`src/rtl/hack_pkg.sv`:
```
// Shared Hack platform constants and the screen scan-out state type.
package hack_pkg;

  localparam int          REG_W          = 16;
  localparam logic [15:0] SCREEN_BASE    = 16'h4000;
  localparam int          SCREEN_ADD_W   = 13;
  localparam int          WORDS_PER_LINE = 32;
  localparam int          LINES          = 256;

  typedef enum logic [2:0] {
    IDLE,
    FETCH,
    CAPTURE,
    SHIFT,
    DONE
  } scan_state_t;

endpackage

```
`src/rtl/screen_scanout_pixel_serializer.sv`:
```
// Shifts one captured screen word out LSB-first (leftmost pixel first) under a
// valid/ready handshake; valid stays high until the last bit is accepted.
module pixel_serializer #(
  parameter int REG_W = 16
) (
  input  logic             clk,
  input  logic             reset,
  input  logic             load,
  input  logic [REG_W-1:0] word,
  input  logic             ready,
  output logic             valid,
  output logic             data,
  output logic             last,
  output logic             first
);

  localparam int BIT_W = $clog2(REG_W);

  logic [REG_W-1:0] shreg;
  logic [BIT_W-1:0] bit_idx;
  logic             active;

  always_ff @(posedge clk) begin
    if (reset) begin
      shreg   <= '0;
      bit_idx <= '0;
      active  <= 1'b0;
    end else if (load) begin
      shreg   <= word;
      bit_idx <= '0;
      active  <= 1'b1;
    end else if (active && ready) begin
      shreg <= shreg >> 1;
      if (bit_idx == BIT_W'(REG_W - 1)) begin
        active <= 1'b0;
      end else begin
        bit_idx <= bit_idx + 1'b1;
      end
    end
  end

  assign valid = active;
  assign data  = shreg[0];
  assign last  = (bit_idx == BIT_W'(REG_W - 1));
  assign first = (bit_idx == '0);

endmodule

```
`src/rtl/screen_scanout.sv`:
```
// Frame-buffer reader: walks the screen RAM word by word, line by line, and
// streams each word out as pixels through the serializer.
//
// state   | meaning
// IDLE    | waiting for start; screen RAM port belongs to the CPU
// FETCH   | present line*WORDS_PER_LINE+word on mem_address
// CAPTURE | address held one more cycle, mem_out loaded into the serializer
// SHIFT   | pixels of the current word handed to the sink
// DONE    | one-cycle frame_done pulse, busy already low
module screen_scanout #(
  parameter int REG_W          = hack_pkg::REG_W,
  parameter int ADD_W          = hack_pkg::SCREEN_ADD_W,
  parameter int WORDS_PER_LINE = hack_pkg::WORDS_PER_LINE,
  parameter int LINES          = hack_pkg::LINES
) (
  input  logic             clk,
  input  logic             reset,
  input  logic             start,
  output logic             busy,
  output logic             frame_done,
  output logic [ADD_W-1:0] mem_address,
  output logic             mem_load,
  input  logic [REG_W-1:0] mem_out,
  output logic             pix_valid,
  input  logic             pix_ready,
  output logic             pix_data,
  output logic             pix_sof,
  output logic             pix_eol
);

  import hack_pkg::*;

  localparam int WORD_W = $clog2(WORDS_PER_LINE);
  localparam int LINE_W = $clog2(LINES);

  scan_state_t       state, state_next;
  logic [WORD_W-1:0] word_cnt;
  logic [LINE_W-1:0] line_cnt;
  logic              ser_load, ser_last, ser_first;
  logic              word_done, last_word_of_line, frame_last;

  pixel_serializer #(.REG_W(REG_W)) u_serializer (
    .clk   (clk),
    .reset (reset),
    .load  (ser_load),
    .word  (mem_out),
    .ready (pix_ready),
    .valid (pix_valid),
    .data  (pix_data),
    .last  (ser_last),
    .first (ser_first)
  );

  assign ser_load          = (state == CAPTURE);
  assign word_done         = pix_valid && pix_ready && ser_last;
  assign last_word_of_line = (word_cnt == WORD_W'(WORDS_PER_LINE - 1));
  assign frame_last        = last_word_of_line && (line_cnt == LINE_W'(LINES - 1));
  assign mem_load          = 1'b0;

  always_ff @(posedge clk) begin
    if (reset) begin
      state <= IDLE;
    end else begin
      state <= state_next;
    end
  end

  always_comb begin
    state_next = state;
    unique case (state)
      IDLE:    if (start) state_next = FETCH;
      FETCH:   state_next = CAPTURE;
      CAPTURE: state_next = SHIFT;
      SHIFT:   if (word_done) state_next = frame_last ? DONE : FETCH;
      DONE:    state_next = IDLE;
      default: state_next = IDLE;
    endcase
  end

  // Counters advance on acceptance of a word's last pixel and wrap back to 0
  // after the final word, so they already read 0 when the FSM returns to IDLE.
  always_ff @(posedge clk) begin
    if (reset) begin
      word_cnt <= '0;
      line_cnt <= '0;
    end else if (state == IDLE && start) begin
      word_cnt <= '0;
      line_cnt <= '0;
    end else if (state == SHIFT && word_done) begin
      if (last_word_of_line) begin
        word_cnt <= '0;
        line_cnt <= (line_cnt == LINE_W'(LINES - 1)) ? '0 : line_cnt + 1'b1;
      end else begin
        word_cnt <= word_cnt + 1'b1;
      end
    end
  end

  always_comb begin
    busy        = (state == FETCH) || (state == CAPTURE) || (state == SHIFT);
    frame_done  = (state == DONE);
    mem_address = ADD_W'(int'(line_cnt) * WORDS_PER_LINE + int'(word_cnt));
    pix_sof     = pix_valid && ser_first && (line_cnt == '0) && (word_cnt == '0);
    pix_eol     = pix_valid && ser_last && last_word_of_line;
  end

endmodule
```
`config.mk`:
```
export PLATFORM = sky130hd
export DESIGN_NAME = screen_scanout
export DESIGN_NICKNAME = d
export VERILOG_FILES = /design/src/rtl/hack_pkg.sv /design/src/rtl/screen_scanout_pixel_serializer.sv /design/src/rtl/screen_scanout.sv
export SDC_FILE = /design/constraint.sdc
export NUM_CORES = 1
export LEC_CHECK = 0
export CORE_MARGIN = 5
export CORE_UTILIZATION = 54
export DETAILED_ROUTE_END_ITERATION = 10
export PLACE_DENSITY_LB_ADDON = 0.12
export SYNTH_ARGS = -nofsm -noshare
export SYNTH_HDL_FRONTEND = slang
export SYNTH_SLANG_ARGS = --single-unit
```
`constraint.sdc`:
```
create_clock -name clk -period 4.7 [get_ports clk]
set_input_delay 0.94 -clock clk [delete_from_list [all_inputs] [get_ports clk]]
set_output_delay 0.94 -clock clk [all_outputs]
set_load 0.02 [all_outputs]
```
==> results by group, run 1 <==
Layout
  • Fill count: 265
  • Number of inserted diodes: 0
  • Area grow syn2layout: 26.5%
  • Finished Core Util: 69.7%
  • Nets: 284
  • Final cell count without fillers: 304
  • Layout cells sized above 1: 3.88%
  • Post-Layout Inst Area: 2290 um^2

Detailed routing
  • Initial DRC count: 121
  • Via Count: 1,713
  • Wire per inst: 13.5 um
  • Total Routed Length: 4100 um
  • Vias per std cell: 5.63
  • DR DRC count: 0
  • 1st-pass router iterations: 4
  • Routed Antenna Nets: 0

Power
  • Clk network pwr share: 39.2%
  • Register share of total power: 48.8%
  • Switching share of total power: 23.8%
  • Total power: 702 uW
  • P_leak: 0.810 nW
  • Internal power: 535 uW
  • Worst VDD drop: 192 uV
  • P_sw: 167 uW
  • Comb pwr share: 12.1%
  • Pwr per Cell Area: 307 nW/um^2

Worst setup path
  • Critical-path cell list: ha_1 > and3_1 > ha_1 > and3_1 > clkdlybuf4s50_1
  • Worst setup EP type: output port
  • Crit path max-delay family: buffers and inverters
  • Max stage delay on crit path: 0.60 ns
  • Buf+Inv Stages, Crit Path: 1
  • Slowest CP cell: clkdlybuf4s50_1
  • CP startpoint kind: flop
  • CP max FO: 10
  • Critical path arrival: 2.33 ns
  • Kind of critical path: flop to output port
  • Worst path required time: 3.76 ns

Run status
  • Status: finished, final reports clean

GRT
  • Initial antenna violation count: 0
  • Largest net degree at the start of global routing: 33
  • Global Route Usage Sum: 19.6%
  • First-pass GRT wire length: 6760 um
  • Met2 track utilization from global routing: 32.4%
  • GR Layer Usage met3: 6.40%
  • Vias in the first global route: 1,587
  • Overflow after GRT: 0
  • GRT met1 Usage: 22.5%
  • Gr busiest metal: met2

Synthesis
  • Warnings, synthesis: 0
  • Most common cell in the synthesized netlist: nand2_1
  • Synth unique cells: 38
  • Post-synth top cells: nand2_1 (44), dfxtp_1 (37), nor2_1 (24), a311oi_1 (15), a21oi_1 (12)
  • #FFs+latches synth: 37
  • Syn Area/Cell: 8.04 um^2
  • Post-synthesis cell area: 1810 um^2
  • Synth top area share: 40.9%
  • Dominant cell type by area after synthesis: dfxtp_1
  • Synth async-reset ratio: 0%
  • Sequential area share after synthesis: 40.9%
  • Post-synth EDFFs: 0
  • Post-Syn Nets: 252
  • Top_reg_cell synth: dfxtp_1
  • Top post-synthesis cells by area: dfxtp_1 (41%), nand2_1 (9.1%), a311oi_1 (7.3%)
  • Synth Instances: 225

Place
  • Placer Congestion: 0.784
  • Worst slack, placed: 1.84 ns
  • PortBufs: 38
  • Dpl hpwl: 2760 um
  • DP Area: 2190 um^2
  • Cell total after placement: 296

Timing
  • Fmax: 0.306 GHz
  • Layout Skew: 0.0106 ns
  • Max Slew Vio Count: 0
  • Worst Setup Slack, final: 1.43 ns
  • RSZ-0062 raised after global routing: no
  • Slew headroom: 36.4%
  • Final Hold Fails: 0
  • Worst slew pin tran: 0.952 ns
  • Hold slack: 0.470 ns
  • Final period utilization: 69.6%
  • # setup viols final: 0
  • Post-Route Setup TNS: 0 ns
  • Minimum clock period: 3.27 ns

CTS
  • CTS Hold Buffers Added: 0
  • CTS tree: done
  • Clk buf depth: 2
  • CTS buffer count: 5
  • Sink Count: 37
  • H-tree depth: 2
  • Clock root cell: clkbuf_4
  • Gates resized, CTS repair: 0
  • Clk_lat worst skew: 0.35 ns
  • Clk pin slew, worst setup/hold paths: 0.12 ns
  • Setup Buffers After CTS: 0

Floorplan
  • Top Ports: 40
  • Die area: 4610 um^2
  • Rows: 21
  • Initial Util: 55.1%
  • Die X: 67.9 um
  • Core ar.: 3280 um^2
  • Die Y: 67.9 um

Min path
  • HP Class: flop to flop

Flow run
  • Reported max-cap violation count: 0
power by group through the flow:
| stage | logic (mW) | registers (mW) | clock network [mW] |
|---|---|---|---|
| CTS | 0.0852 | 0.342 | 0.284 |
| finish | 0.0847 | 0.342 | 0.275 |
| detailed placement | 0.0848 | 0.349 | 0 |
| global placement | 0.0839 | 0.349 | 0 |
| floorplan | 0.0511 | 0.349 | 0 |
| global route | 0.0946 | 0.345 | 0.297 |
logic make-up (layout without fill, tap and decap cells):
logic type / count (synthesis) / in the layout / synth area share, %
multiplexers: 4 / 4 / 2.21
AO/OA/AOI/OAI: 40 / 40 / 15.1
AND/OR/NAND/NOR: 111 / 111 / 29.7
XOR/XNOR: 4 / 4 / 1.94
buffers and inverters: 21 / 54 / 5.05
adder cells (fa/ha/maj): 7 / 7 / 4.84
other: 1 / 1 / 0.207
flip-flops: 37 / 37 / 40.9
sequential cells by signal, summed over array words and instances, names as in the netlist:
register              flops
line_cnt                  8
state                     3
u_serializer.valid        1
word_cnt                  5
u_serializer.bit_idx      4
u_serializer.shreg       16
worst register-to-register path, cell delays in order (launching register included):
cell and delay [ns]:
dfxtp_1 0.45, ha_1 0.21, and3_1 0.17, ha_1 0.34, nand2_1 0.12, or3_1 0.41, o21ai_1 0.38, nor2_1 0.09
final cells by class:
| class | count | area (um^2) | share of cell area (%) |
|---|---|---|---|
| well taps | 46 | 57.6 | 2.52 |
| repair buffers | 38 | 380 | 16.6 |
| flip-flops and latches | 37 | 741 | 32.4 |
| inverters | 8 | 30.0 | 1.31 |
| clock buffers | 5 | 37.5 | 1.64 |
| multi-input cells | 167 | 977 | 42.7 |
| clock inverters | 3 | 65.1 | 2.84 |
path summary, 6_finish.rpt:
kind / endpoint / slack, ns / cells after the start / start
hold reg to reg: u_serializer.shreg[4] / 0.47 / 2 / u_serializer.shreg[5]
setup / recovery: pix_eol / 1.43 / 5 / word_cnt[0]
hold / removal: u_serializer.shreg[4] / 0.47 / 2 / u_serializer.shreg[5]
setup reg to reg: line_cnt[1] / 2.42 / 7 / word_cnt[0]
cells in the final DEF, fill, tap and decap left out, types with 2 or more instances in the layout:
cell type,instances
xnor2_1,3
ha_1,7
a311oi_1,15
o31ai_1,3
dfxtp_1,37
or3_1,3
nor4_1,4
and3_1,3
mux2i_1,4
nor2_1,24
or4_1,3
a21o_1,2
nand2_1,44
nand3_1,6
or4b_1,2
nand4_1,3
bufinv_16,2
clkbuf_4,5
o21ai_0,5
and4b_1,2
a21oi_1,12
clkdlybuf4s50_1,38
nor3_1,8
and2_1,3
inv_1,8
metal layers:
| layer | share of wire (%) | up-vias |
|---|---|---|
| li1 | - | 864 |
| met1 | 44 | 790 |
| met2 | 46 | 52 |
| met3 | 7.7 | 7 |
| met4 | 1.4 | 0 |
| met5 | 0 | - |
Power figures use the tool's default switching activity.
==> inputs of run 2 (changes only) <==
--- a/config.mk
+++ b/config.mk
@@ -6,7 +6,7 @@
 export NUM_CORES = 1
 export LEC_CHECK = 0
 export CORE_MARGIN = 5
-export CORE_UTILIZATION = 54
+export CORE_UTILIZATION = 45
 export DETAILED_ROUTE_END_ITERATION = 10
 export PLACE_DENSITY_LB_ADDON = 0.12
 export SYNTH_ARGS = -nofsm -noshare
==> constraint.sdc (replaced) <==
create_clock -name clk -period 2.9 [get_ports clk]
set_input_delay 0.58 -clock clk [delete_from_list [all_inputs] [get_ports clk]]
set_output_delay 0.58 -clock clk [all_outputs]
set_load 0.02 [all_outputs]
==> run 2 against run 1 <==
  * Total power rose by 50%
  * Design area increased by 1.0%
  * Hold slack improved by 0.0026 ns
  * Die area grew 17%
  * Critical path depth unchanged
  * Core utilization decreased by 11 points
  * Sequential cell count did not move
  * Wire length stayed put
  * Via count shrank 1.1%
  * First-iteration DRC count is 37% lower
  * Setup slack got worse by 1.3 ns
==> results by group, run 2 (synthesized netlist as in run 1, its figures left out) <==
Timing
  • Post-Route Setup TNS: 0 ns
  • Max Slew Vio Count: 0
  • Layout Skew: 0.00757 ns
  • Fmax: 0.364 GHz
  • RSZ-0062 raised after global routing: no
  • # setup viols final: 0
  • Final Hold Fails: 0
  • Worst slew pin tran: 0.553 ns
  • Minimum clock period: 2.75 ns
  • Final period utilization: 94.8%
  • Slew headroom: 63.0%

Detailed routing
  • Vias per std cell: 5.43
  • Initial DRC count: 76
  • Routed wl met2: 1830 um
  • 1st-pass router iterations: 4
  • Met3 WL post-DR: 270 um
  • Top sig layer: met4
  • Routed Antenna Nets: 0
  • Wire per inst: 13.1 um
  • Met1 WL: 1930 um
  • Total Routed Length: 4100 um
  • DR DRC count: 0
  • Via Count: 1,694

Worst setup path
  • Worst path required time: 2.32 ns
  • Worst setup EP type: output port
  • Critical path arrival: 2.17 ns
  • CP max FO: 10
  • Kind of critical path: flop to output port
  • CP startpoint kind: flop
  • Buf+Inv Stages, Crit Path: 1
  • Crit path max-delay family: buffers and inverters
  • Crit path top cell by count: and3_1
  • Slowest CP cell: clkdlybuf4s50_1
  • Max stage delay on crit path: 0.60 ns
  • Critical-path cell list: ha_1 > and3_1 > ha_2 > and3_1 > clkdlybuf4s50_1

CTS
  • Clk pin slew, worst setup/hold paths: 0.08 ns
  • Clk buf depth: 2
  • CTS Hold Buffers Added: 0
  • CTS tree: done
  • Clk_lat worst skew: 0.29 ns
  • Setup Buffers After CTS: 0
  • Sink Count: 37
  • H-tree depth: 2
  • Gates resized, CTS repair: 0
  • Clock root cell: clkbuf_8
  • CTS buffer count: 5

Power
  • Worst VDD drop: 321 uV
  • Switching share of total power: 27.0%
  • Pwr per Cell Area: 456 nW/um^2
  • Register share of total power: 52.7%
  • P_leak: 0.831 nW
  • Internal power: 769 uW
  • P_sw: 284 uW
  • Clk network pwr share: 33.9%
  • Comb pwr share: 13.4%

GRT
  • Initial antenna violation count: 0
  • Global Route Usage Sum: 16.5%
  • Overflow after GRT: 0
  • Vias in the first global route: 1,553
  • First-pass GRT wire length: 6940 um
  • Largest net degree at the start of global routing: 24

Floorplan
  • Die Y: 73.4 um
  • Initial Util: 45.9%
  • Die area: 5390 um^2
  • Die X: 73.4 um
  • Top Ports: 40
  • Core ar.: 3940 um^2
  • Rows: 23

Layout
  • Most frequent cells in the layout: nand2_1 (44), clkdlybuf4s50_1 (37), dfxtp_1 (37)
  • Area grow syn2layout: 27.8%
  • Finished Core Util: 58.6%
  • Number of inserted diodes: 0
  • Nets: 288
  • Biggest register: u_serializer.shreg
  • Layout cells sized above 1: 5.73%
  • Largest register FFs: 16
  • Top Registers: u_serializer.shreg (16), line_cnt (8), word_cnt (5)
  • Most common cell after layout, fill and taps aside: nand2_1

Place
  • Placer Congestion: 0.779
  • Dpl hpwl: 2890 um
  • PortBufs: 38

Flow run
  • Reported max-cap violation count: 0

Run status
  • Status: finished, final reports clean

Min path
  • HP Class: flop to flop
run 2: changes by cell type in the layout (fill, tap and decap cells not counted), moves of 2 or more:
cell	before	now
bufinv_16	2	0
clkbuf_4	5	0
buf_4	0	4
clkbuf_8	0	5
run 2: power by group through the flow:
stage	clock network, mW	registers (mW)	logic, mW
detailed placement	0	0.566	0.142
floorplan	0	0.565	0.0828
global route	0.392	0.560	0.157
finish	0.357	0.555	0.141
CTS	0.369	0.555	0.143
global placement	0	0.566	0.142
run 2: area by class of cell:
cell class | instances | area [um^2]
Fill cell | 368 | 1630
Multi-Input combinational cell | 167 | 980
Sequential cell | 37 | 741
Timing Repair Buffer | 42 | 413
Clock buffer | 5 | 68.8
Tap cell | 50 | 62.6
Inverter | 8 | 30.0
Clock inverter | 3 | 17.5
run 2: layer usage:
metal / GRT usage (%) / vias to the layer above
met3: 5.88 / 7
met2: 25.4 / 42
met1: 20.8 / 772
met5: 0 / -
met4: 7.04 / 0
li1: - / 873
run 2: final timing paths:
path | startpoint | endpoint | slack [ns] | cells past startpoint
worst min-delay path | u_serializer.shreg[3] | u_serializer.shreg[2] | 0.47 | 2
worst min register to register | u_serializer.shreg[3] | u_serializer.shreg[2] | 0.47 | 2
worst max-delay path | word_cnt[0] | pix_eol | 0.15 | 5
worst max register to register | word_cnt[0] | line_cnt[0] | 0.74 | 7
run 2: metrics by stage:
stage / worst slack [ns] / power (mW) / cells / hold slack, ns / instance area [um^2]
final: 0.151 / 1.05 / 312 / 0.472 / 2310
after global routing: 0.0328 / 1.11 / 312 / 0.493 / 2310
after CTS: 0.0464 / 1.07 / 312 / 0.478 / 2310
after detailed placement: 0.373 / 0.708 / 304 / 0.468 / 2220
after global placement: 0.392 / 0.708 / 304 / 0.459 / 2220
after floorplan: 0.546 / 0.648 / 225 / 0.448 / 1810
run 2: worst min-delay path: cells and delay by family, from the launching register on:
kind	cells	cell delay, ns
flops	1	0.31
compound gates	1	0.07
simple gates	1	0.05
